`config.mk`:
```
export PLATFORM = sky130hd
export DESIGN_NAME = rfdc_burst_scheduler
export DESIGN_NICKNAME = d
export VERILOG_FILES = /design/src/rtl/rfdc_burst_scheduler.sv
export SDC_FILE = /design/constraint.sdc
export NUM_CORES = 1
export LEC_CHECK = 0
export ABC_AREA = 1
export CORE_UTILIZATION = 58
export DETAILED_ROUTE_END_ITERATION = 8
export GPL_TIMING_DRIVEN = 0
export PLACE_DENSITY = 0.79
export SYNTH_ARGS = -nofsm -noshare
export SYNTH_HDL_FRONTEND = slang
export SYNTH_SLANG_ARGS = --single-unit
```
`constraint.sdc`:
```
create_clock -name clk -period 2.91 [get_ports clk]
set_input_delay 0.4365 -clock clk [delete_from_list [all_inputs] [get_ports clk]]
set_output_delay 0.4365 -clock clk [all_outputs]
set_load 0.01 [all_outputs]
```
`src/rtl/rfdc_burst_scheduler.sv`:
```
// Gates the RFDC tone driver enable into bursts of N accepted beats separated by G idle cycles,
// repeated B times or continuously, with exact beat accounting against the driver's tready.
module rfdc_burst_scheduler #(
  parameter int LEN_WIDTH = 16,
  parameter int GAP_WIDTH = 16,
  parameter int CNT_WIDTH = 8
) (
  input  logic                 clk,
  input  logic                 rst,
  input  logic                 start,
  input  logic                 abort,
  input  logic [LEN_WIDTH-1:0] cfg_burst_len,
  input  logic [GAP_WIDTH-1:0] cfg_gap_len,
  input  logic [CNT_WIDTH-1:0] cfg_num_bursts,
  input  logic                 drv_tready,
  output logic                 drv_enable,
  output logic                 busy,
  output logic                 done,
  output logic [CNT_WIDTH-1:0] bursts_done,
  output logic                 cfg_err
);

  typedef enum logic [1:0] {IDLE, BURST, GAP, DONE} state_t;

  localparam logic [LEN_WIDTH-1:0] LEN_ONE = 1;
  localparam logic [GAP_WIDTH-1:0] GAP_ONE = 1;
  localparam logic [CNT_WIDTH-1:0] CNT_ONE = 1;

  state_t state, state_n;

  logic [LEN_WIDTH-1:0] len_q, beat_cnt;
  logic [GAP_WIDTH-1:0] gap_q, gap_cnt;
  logic [CNT_WIDTH-1:0] num_q;

  logic accept, last_beat, last_burst, launch, reject;

  // drv_enable is high exactly while in BURST, so accept implies state==BURST
  assign accept     = drv_enable & drv_tready;
  assign last_beat  = accept && (beat_cnt == len_q - LEN_ONE);
  assign last_burst = (num_q != '0) && (bursts_done + CNT_ONE == num_q);

  always_comb begin
    state_n = state;
    launch  = 1'b0;
    reject  = 1'b0;
    case (state)
      IDLE: begin
        if (start && !abort) begin
          if (cfg_burst_len == '0) begin
            reject = 1'b1;
          end else begin
            launch  = 1'b1;
            state_n = BURST;
          end
        end
      end
      BURST: begin
        if (abort)               state_n = IDLE;
        else if (last_beat) begin
          if (last_burst)        state_n = DONE;
          else if (gap_q == '0)  state_n = BURST;
          else                   state_n = GAP;
        end
      end
      GAP: begin
        if (abort)                           state_n = IDLE;
        else if (gap_cnt == gap_q - GAP_ONE) state_n = BURST;
      end
      DONE:    state_n = IDLE;
      default: state_n = IDLE;
    endcase
  end

  always_ff @(posedge clk or posedge rst) begin
    if (rst) state <= IDLE;
    else     state <= state_n;
  end

  // Outputs are registered from the next state so they line up with the state register.
  always_ff @(posedge clk or posedge rst) begin
    if (rst) begin
      drv_enable <= 1'b0;
      busy       <= 1'b0;
      done       <= 1'b0;
      cfg_err    <= 1'b0;
    end else begin
      drv_enable <= (state_n == BURST);
      busy       <= (state_n == BURST) || (state_n == GAP);
      done       <= (state_n == DONE);
      cfg_err    <= reject;
    end
  end

  always_ff @(posedge clk or posedge rst) begin
    if (rst) begin
      len_q       <= '0;
      gap_q       <= '0;
      num_q       <= '0;
      beat_cnt    <= '0;
      gap_cnt     <= '0;
      bursts_done <= '0;
    end else begin
      if (launch) begin
        len_q       <= cfg_burst_len;
        gap_q       <= cfg_gap_len;
        num_q       <= cfg_num_bursts;
        beat_cnt    <= '0;
        bursts_done <= '0;
      end else if (accept) begin
        // a beat taken during abort is counted but never closes a burst
        if (last_beat && !abort) begin
          beat_cnt    <= '0;
          bursts_done <= bursts_done + CNT_ONE;
        end else begin
          beat_cnt <= beat_cnt + LEN_ONE;
        end
      end
      gap_cnt <= (state == GAP) ? gap_cnt + GAP_ONE : '0;
    end
  end

endmodule

```
==> results.json, run 1 <==
{
  "crit_arrival_ns": 3.04,
  "io_pins": 57,
  "setup_violations": 0,
  "path_clk_slew_ns": 0.09,
  "fin_nets": 873,
  "drive_gt1_share_pct": 9.915,
  "cap_violations": 0,
  "setup_slack_ns": 0.1152,
  "syn_inst": 754,
  "numCtsBuffers": 9,
  "cts_tree": "done",
  "grt-ovfl-total": 0,
  "drtIter0Drc": 361,
  "post-place-ws_ns": -0.1472,
  "fill_cells": 794,
  "viasPerCell": 5.457,
  "first_pass_iters": 6,
  "wire_per_inst_um": 14.25,
  "synth_enable_flop_cells": 0,
  "yosys-top-cells-count": "nand2_1 (192), nor2_1 (98), inv_1 (89)",
  "cp-start-kind": "input pin",
  "grt_antenna_before_repair": 0,
  "critPathCaptureType": "flip-flop",
  "synth_ff_type": "dfrtp_1",
  "critPathKind": "input pin to flip-flop",
  "via_count": 5217,
  "utilization_pct": 70.12,
  "fmax_ghz": 0.3578,
  "required_ns": 3.16,
  "root_buffer": "clkbuf_8",
  "power.density_mw_per_mm2": 510.8,
  "core-area_sq_mm": 0.009240,
  "htree_num_levels": 3,
  "yosysUniqueCellTypes": 36,
  "hpwl_mm": 10.46,
  "synth.net_count": 805,
  "fp.dieArea_sq_mm": 0.009936,
  "yosysWarnings": 0,
  "hold_violations": 0,
  "synth.most_common_cell": "nand2_1",
  "skew_ns": 0.01175,
  "clock_latency_ns": 0.36,
  "placementRows": 35,
  "irDropWorstVdd_uv": 352.5,
  "totalWireLength_mm": 13.62,
  "rsz0062_at_grt": "no",
  "ctsResizeCount": 0,
  "ant_nets": 0,
  "synth_area_sq_mm": 0.005534,
  "ys_seq_area_share_pct": 38.89,
  "status": "finished clean",
  "syn_area_per_cell_sq_um": 7.340,
  "die_h_um": 99.68,
  "area_growth_pct": 17.07,
  "cts_hold_buf": 0,
  "hp-class": "input pin to asynchronous set/reset pin",
  "cts.sinks": 86,
  "die_w_um": 99.68,
  "slew_headroom_pct": 53.89,
  "postCtsSetupRepairBufs": 0,
  "portBuffers": 56,
  "synth_area_leaders": "dfrtp_1 (39%), nand2_1 (13%), nor2_1 (6.6%)",
  "diodes": 0,
  "worst_pin_slew_ns": 0.6853,
  "final_area_sq_mm": 0.006479,
  "slew_violations": 0,
  "async_reset_ff_share_pct": 100.0,
  "grt_use_total_pct": 29.13,
  "drc": 0,
  "grt_pass1_wl_mm": 22.37,
  "grt_max_degree": 70,
  "synth_top_area_share_pct": 38.89,
  "leakage_nw": 2.995,
  "initial_core_util_pct": 59.89,
  "cts_buffer_depth": 2,
  "period_share_pct": 96.04,
  "gp_congestion": 0.8891,
  "ys_ff_latch": 86,
  "min_period_ns": 2.795,
  "placed_area_sq_mm": 0.006286,
  "critPathMaxFanout": 10,
  "synth_largest_area_cell": "dfrtp_1",
  "grt_pass1_vias": 4774,
  "whs_ns": 0.3623
}
report_power, final:
group / leakage [nW] / total, W / switching [W] / internal, W
combinational: 1.82 / 0.000908 / 0.000520 / 0.000388
clock: 0.0976 / 0.000852 / 0.000429 / 0.000422
sequential: 1.08 / 0.00155 / 0.000193 / 0.00136
path summary, 6_finish.rpt:
check / slack [ns] / end / cells past startpoint / start
setup / recovery: 0.12 / beat_cnt[10]$_DFFE_PP0P_ / 8 / cfg_burst_len[0]
hold / removal: 0.36 / gap_cnt[13]$_DFF_PP0_ / 2 / rst
setup reg to reg: 0.50 / busy$_DFF_PP0_ / 16 / gap_q[0]$_DFFE_PP0P_
hold reg to reg: 0.52 / gap_cnt[0]$_DFF_PP0_ / 1 / gap_cnt[0]$_DFF_PP0_
max in group asynchronous: 1.93 / gap_cnt[7]$_DFF_PP0_ / 3 / rst
min in group clk: 0.52 / gap_cnt[0]$_DFF_PP0_ / 1 / gap_cnt[0]$_DFF_PP0_
critical path, stage by stage:
cell             delay (ns)
clkdlybuf4s50_1        0.43
nor4_1                 0.64
nand4_1                0.36
a21oi_2                0.52
clkbuf_1               0.43
nor2_1                 0.08
nand3_1                0.09
nand2_1                0.06
cell type report:
| cell class | instances | area [sq um] | share of cell area [%] |
|---|---|---|---|
| well taps | 129 | 161.4 | 2.491 |
| multi-input cells | 557 | 2938 | 45.35 |
| clock buffers | 13 | 148.9 | 2.298 |
| clock inverters | 3 | 43.79 | 0.6759 |
| plain buffers | 17 | 91.34 | 1.410 |
| inverters | 94 | 355.3 | 5.485 |
| flip-flops and latches | 86 | 2152 | 33.22 |
| repair buffers | 57 | 588.1 | 9.077 |
per-layer routing:
layer  global-route usage, %  wire length, um  vias up
met2                   44.46             6050      190
met4                   13.01              374        0
met1                   40.86             6236     2438
li1                        -                -     2557
met3                   4.849              960       32
met5                       0                0        -
cells by family (layout without fill, tap and decap cells):
group                    after synthesis  after routing  synth area share (%)
XOR/XNOR                              35             35                 5.675
buffers and inverters                111            184                 8.026
flip-flops                            86             86                 38.89
AO/OA/AOI/OAI                         52             52                 4.951
adder cells (fa/ha/maj)                6              6                 1.357
AND/OR/NAND/NOR                      444            444                 37.03
multiplexers                          20             20                 4.070
placed cells by master (no fill, tap or decap), types with 7 or more instances in the layout:
cell type	count
nand4_1	17
clkdlybuf4s50_1	56
nor4_1	7
o21ai_1	11
clkbuf_8	10
inv_1	88
mux2_2	20
o21ai_0	10
buf_2	8
dfrtp_1	86
xor2_1	20
nor2_1	98
nand2_1	192
a21oi_1	26
nor2_2	9
nand3_1	71
xnor2_1	14
nand3_2	7
nor3_1	12
clkbuf_1	8
nand3b_1	9
registers in the layout, indices dropped and copies added (netlist names):
| register | flops |
|---|---|
| done | 1 |
| state | 2 |
| gap_q | 16 |
| bursts_done | 8 |
| gap_cnt | 16 |
| busy | 1 |
| drv_enable | 1 |
| beat_cnt | 16 |
| num_q | 8 |
| cfg_err | 1 |
| len_q | 16 |
through the flow:
step / power [W] / TNS, ns / instances
6_report: 0.003309 / 0 / 956
2_1_floorplan: 0.002189 / 0 / 754
3_5_place_dp: 0.002472 / -0.9129 / 940
5_1_grt: 0.003511 / 0 / 956
3_3_place_gp: 0.002431 / -97.87 / 939
4_1_cts: 0.003313 / 0 / 956
Power figures use the tool's default switching activity.
==> inputs of run 2 (changes only) <==
Settings changed: CORE_UTILIZATION 58 to 60, DONT_BUFFER_PORTS set to 1, PLACE_DENSITY 0.79 to unset, PLACE_DENSITY_LB_ADDON set to 0.08.
==> run 2 against run 1 <==
The flow now finishes with violations (DRC); sequential share of layout area is 3.1 points higher; critical path depth rose by 8; clock power up 7.4%; clock-buffer cell count down 3; critical endpoint is now busy$_DFF_PP0_; largest power group unchanged; highest routed layer unchanged.
==> results.json, run 2 (same netlist as run 1, synthesis figures left out) <==
{
  "rsz0062_at_grt": "no",
  "clock_latency_ns": 0.37,
  "slew_violations": 0,
  "crit_arrival_ns": 2.77,
  "path_clk_slew_ns": 0.10,
  "grt_use_total_pct": 30.15,
  "totalWireLength_mm": 13.66,
  "grt_antenna_before_repair": 0,
  "viasPerCell": 5.725,
  "grt_pass1_vias": 5020,
  "die_w_um": 98.04,
  "slew_headroom_pct": 60.58,
  "setup_violations": 0,
  "fmax_ghz": 0.4001,
  "drtIter0Drc": 295,
  "die_h_um": 98.04,
  "hpwl_mm": 10.37,
  "layout_commonest_cell": "nand2_1",
  "placementRows": 34,
  "whs_ns": 0.2059,
  "area_growth_pct": 7.031,
  "cts_tree": "done",
  "gp_congestion": 0.9197,
  "io_pins": 57,
  "htree_num_levels": 3,
  "critPathMaxFanout": 8,
  "fin_nets": 818,
  "fin_setup_tns_ns": 0,
  "grt_pass1_wl_mm": 22.89,
  "core-area_sq_mm": 0.008806,
  "leakage_nw": 2.798,
  "period_share_pct": 85.89,
  "via_count": 5038,
  "ff_latch_area_sq_mm": 0.002152,
  "diodes": 0,
  "hp-class": "input pin to flip-flop",
  "holdPathStages": 1,
  "rr_worst_depth": 16,
  "cts.sinks": 86,
  "wl_met2_mm": 6.327,
  "multiInputGateArea_sq_mm": 0.002938,
  "critPathCaptureType": "flip-flop",
  "grt_max_degree": 61,
  "first_pass_iters": 9,
  "numCtsBuffers": 9,
  "worst_pin_slew_ns": 0.5859,
  "ant_nets": 0,
  "root_buffer": "clkbuf_8",
  "power.density_mw_per_mm2": 557.6,
  "wl_met3_mm": 1.161,
  "fill_cells": 779,
  "final_cell_mix": "nand2_1 (192), nor2_1 (98), inv_1 (88), dfrtp_1 (86), nand3_1 (71)",
  "cp-start-kind": "flip-flop",
  "drc": 4,
  "utilization_pct": 67.26,
  "required_ns": 3.18,
  "initial_core_util_pct": 62.84,
  "postCtsSetupRepairBufs": 0,
  "grt-ovfl-total": 0,
  "portBuffers": 0,
  "hold_violations": 0,
  "violations": "DRC",
  "wl_met1_mm": 5.915,
  "highest_layer": "met4",
  "cts_buffer_depth": 2,
  "critPathKind": "flip-flop to flip-flop",
  "cap_violations": 0,
  "fp.dieArea_sq_mm": 0.009612,
  "irDropWorstVdd_uv": 335.9,
  "min_period_ns": 2.499,
  "wire_per_inst_um": 15.52,
  "status": "finished with violations",
  "skew_ns": 0.01411,
  "drive_gt1_share_pct": 11.01
}
-- run 2: layout make-up --
class	instances	share of cell area, %
plain buffers	17	1.542
flip-flops and latches	86	36.33
multi-input cells	557	49.60
clock inverters	6	1.289
well taps	108	2.281
inverters	94	5.999
repair buffers	2	0.6337
clock buffers	10	2.324
-- run 2: worst max-delay path: stages, from the launching register on --
cell	delay, ns
dfrtp_1	0.56
ha_1	0.23
nand2_1	0.11
nor2_1	0.21
nand2_1	0.08
nand2_1	0.09
nand2_1	0.07
nand2_1	0.06
nand2_1	0.05
nor2_1	0.10
nand3_1	0.17
nand2_1	0.10
nand3_1	0.07
nand2_1	0.13
inv_1	0.05
ha_1	0.27
inv_1	0.04
-- run 2: power breakdown --
group / total [W] / switching, W / internal, W
clock: 0.000915 / 0.000479 / 0.000436
sequential: 0.00155 / 0.000193 / 0.00136
combinational: 0.000838 / 0.000505 / 0.000333
-- run 2: layer usage --
metal / vias to the layer above / global-route usage [%]
li1: 2438 / -
met1: 2404 / 39.77
met2: 173 / 50.00
met3: 23 / 5.941
met4: 0 / 9.790
met5: - / 0
-- run 2: path summary, 6_finish.rpt --
path,startpoint,end,slack [ns]
worst min-delay path,cfg_num_bursts[2],num_q[2]$_DFFE_PP0P_,0.21
worst max register to register,bursts_done[0]$_DFFE_PP0P_,busy$_DFF_PP0_,0.41
worst max-delay path,bursts_done[0]$_DFFE_PP0P_,busy$_DFF_PP0_,0.41
min in group asynchronous,rst,gap_cnt[10]$_DFF_PP0_,0.52
worst min register to register,gap_cnt[0]$_DFF_PP0_,gap_cnt[0]$_DFF_PP0_,0.52
max in group asynchronous,rst,beat_cnt[6]$_DFFE_PP0P_,1.78
-- run 2: stage by stage --
step	power (W)	instances	setup WS [ns]	cell area, sq um
after global routing	0.003482	880	0.1326	5923
after global placement	0.002360	862	-0.6223	5669
after floorplan	0.002189	754	0.2517	5534
final	0.003303	880	0.4106	5923
after detailed placement	0.002396	863	0.4759	5699
after CTS	0.003307	880	0.4301	5923
-- run 2: timing repair --
action                    4_1_cts  5_1_grt
hold endpoints to repair       26        0
resized for setup               0        0
hold buffers                    1        0
==> inputs of run 3 (changes only) <==
Settings changed: CAP_MARGIN set to 40, CORE_ASPECT_RATIO set to 0.5.
==> run 3 against run 2 <==
The run now ends clean; die area up 0.24%; wire length fell by 5.5%; worst setup slack gained 0.12 ns; via count down 3.3%; first-iteration DRC count up 15%; final cell count is 1.0% higher; critical path depth shrank 3; clock-buffer cell count unchanged; largest power group unchanged; hold slack improved by 0.029 ns; combinational power fell by 2%; critical endpoint unchanged.
==> results.json, run 3 (same netlist as run 1, synthesis figures left out) <==
{
  "status": "finished clean",
  "wl_met3_um": 649,
  "root_buffer": "clkbuf_16",
  "viasPerCell": 5.480,
  "rsz0062_at_grt": "no",
  "p_total_w": 0.003643,
  "numPlacedInstances": 872,
  "wl_met1_mm": 5.993,
  "grt-ovfl-total": 0,
  "fp.dieArea_sq_mm": 0.009635,
  "postCtsSetupRepairBufs": 0,
  "hpwl_mm": 9.702,
  "ctsResizeCount": 0,
  "placed_area_sq_mm": 0.005710,
  "leakage_nw": 2.843,
  "critPathCaptureType": "flip-flop",
  "cap_violations": 0,
  "critPathKind": "flip-flop to flip-flop",
  "skew_ns": 0.006594,
  "grt_max_degree": 61,
  "fin_cells": 889,
  "fin_nets": 818,
  "utilization_pct": 68.47,
  "ant_nets": 0,
  "worst_pin_slew_ns": 0.5628,
  "htree_num_levels": 3,
  "numCtsBuffers": 9,
  "power.density_mw_per_mm2": 602.6,
  "io_pins": 57,
  "area_growth_pct": 9.225,
  "setup_violations": 0,
  "min_period_ns": 2.376,
  "critPathMaxFanout": 5,
  "cts_hold_buf": 1,
  "cts.sinks": 86,
  "first_pass_iters": 5,
  "hp-class": "input pin to flip-flop",
  "hold_violations": 0,
  "required_ns": 3.16,
  "final_cell_mix": "nand2_1 (192), nor2_1 (98), inv_1 (88), dfrtp_1 (86), nand3_1 (71)",
  "wire_per_inst_um": 14.52,
  "slew_headroom_pct": 62.48,
  "drc": 0,
  "initial_core_util_pct": 62.68,
  "portBuffers": 0,
  "final_area_sq_mm": 0.006045,
  "grt_pass1_vias": 4560,
  "diodes": 0,
  "cts_buffer_depth": 2,
  "core-area_sq_mm": 0.008828,
  "via_count": 4872,
  "crit_arrival_ns": 2.62,
  "grt_antenna_before_repair": 1,
  "post-place-ws_ns": 0.4134,
  "fmax_ghz": 0.4209,
  "grt_use_total_pct": 29.33,
  "gp_congestion": 0.9228,
  "wl_met2_mm": 6.060,
  "cts_tree": "done",
  "drtIter0Drc": 340,
  "grt_pass1_wl_mm": 21.53,
  "placementRows": 24,
  "path_clk_slew_ns": 0.06,
  "die_w_um": 137.8,
  "highest_layer": "met5",
  "slew_violations": 0,
  "irDropWorstVdd_uv": 380.6,
  "drive_gt1_share_pct": 11.01,
  "clock_latency_ns": 0.35,
  "cp-start-kind": "flip-flop",
  "setup_slack_ns": 0.5339,
  "period_share_pct": 81.65,
  "totalWireLength_mm": 12.91,
  "layout_commonest_cell": "nand2_1",
  "die_h_um": 69.91
}
==> run 3: critical path, stage by stage, from the launching register on <==
cell and delay [ns]:
dfrtp_1 0.39, inv_2 0.09, ha_1 0.27, nand2_2 0.11, nor2_4 0.17, nand2_1 0.08
xor2_1 0.19, nand4_1 0.19, nor2_4 0.20, nand3_1 0.09, nand2_1 0.12, inv_1 0.05
ha_1 0.27, inv_1 0.04
==> run 3: layout make-up <==
class / count / area, sq um
buffer: 17 / 91.34
sequential: 86 / 2152
multi-input combinational: 557 / 2938
timing repair buffer: 2 / 37.54
clock inverter: 6 / 85.08
clock buffer: 10 / 239.0
tap: 117 / 146.4
fill: 777 / 2784
inverter: 94 / 355.3
==> run 3: through the flow <==
| stage | setup TNS [ns] | hold slack (ns) |
|---|---|---|
| after global routing | 0 | 0.2271 |
| after detailed placement | 0 | 0.3168 |
| final | 0 | 0.2352 |
| after global placement | -60.76 | 0.5089 |
| after CTS | 0 | 0.2241 |
| after floorplan | 0 | 0.4743 |
==> run 3: final timing paths <==
check                                     startpoint                       to  slack (ns)  cells past startpoint
worst min-delay path                cfg_burst_len[5]     len_q[5]$_DFFE_PP0P_        0.24                      1
worst min register to register  gap_cnt[0]$_DFF_PP0_     gap_cnt[0]$_DFF_PP0_        0.53                      1
min in group asynchronous                        rst     num_q[4]$_DFFE_PP0P_        0.55                      2
worst max register to register  len_q[0]$_DFFE_PP0P_           busy$_DFF_PP0_        0.53                     13
worst max-delay path            len_q[0]$_DFFE_PP0P_           busy$_DFF_PP0_        0.53                     13
max in group asynchronous                        rst  beat_cnt[4]$_DFFE_PP0P_        1.74                      3
==> run 3: where the power goes <==
part	total [W]	internal (W)	switching, W
registers	0.00155	0.00136	0.000195
logic	0.000823	0.000332	0.000491
clock network	0.00127	0.000772	0.000494
total	0.00364	0.00246	0.00118
==> run 3: routing by layer <==
metal / vias to the layer above / track usage [%]
li1: 2446 / -
met1: 2279 / 39.35
met2: 126 / 47.12
met3: 19 / 6.318
met4: 2 / 10.02
met5: - / 0
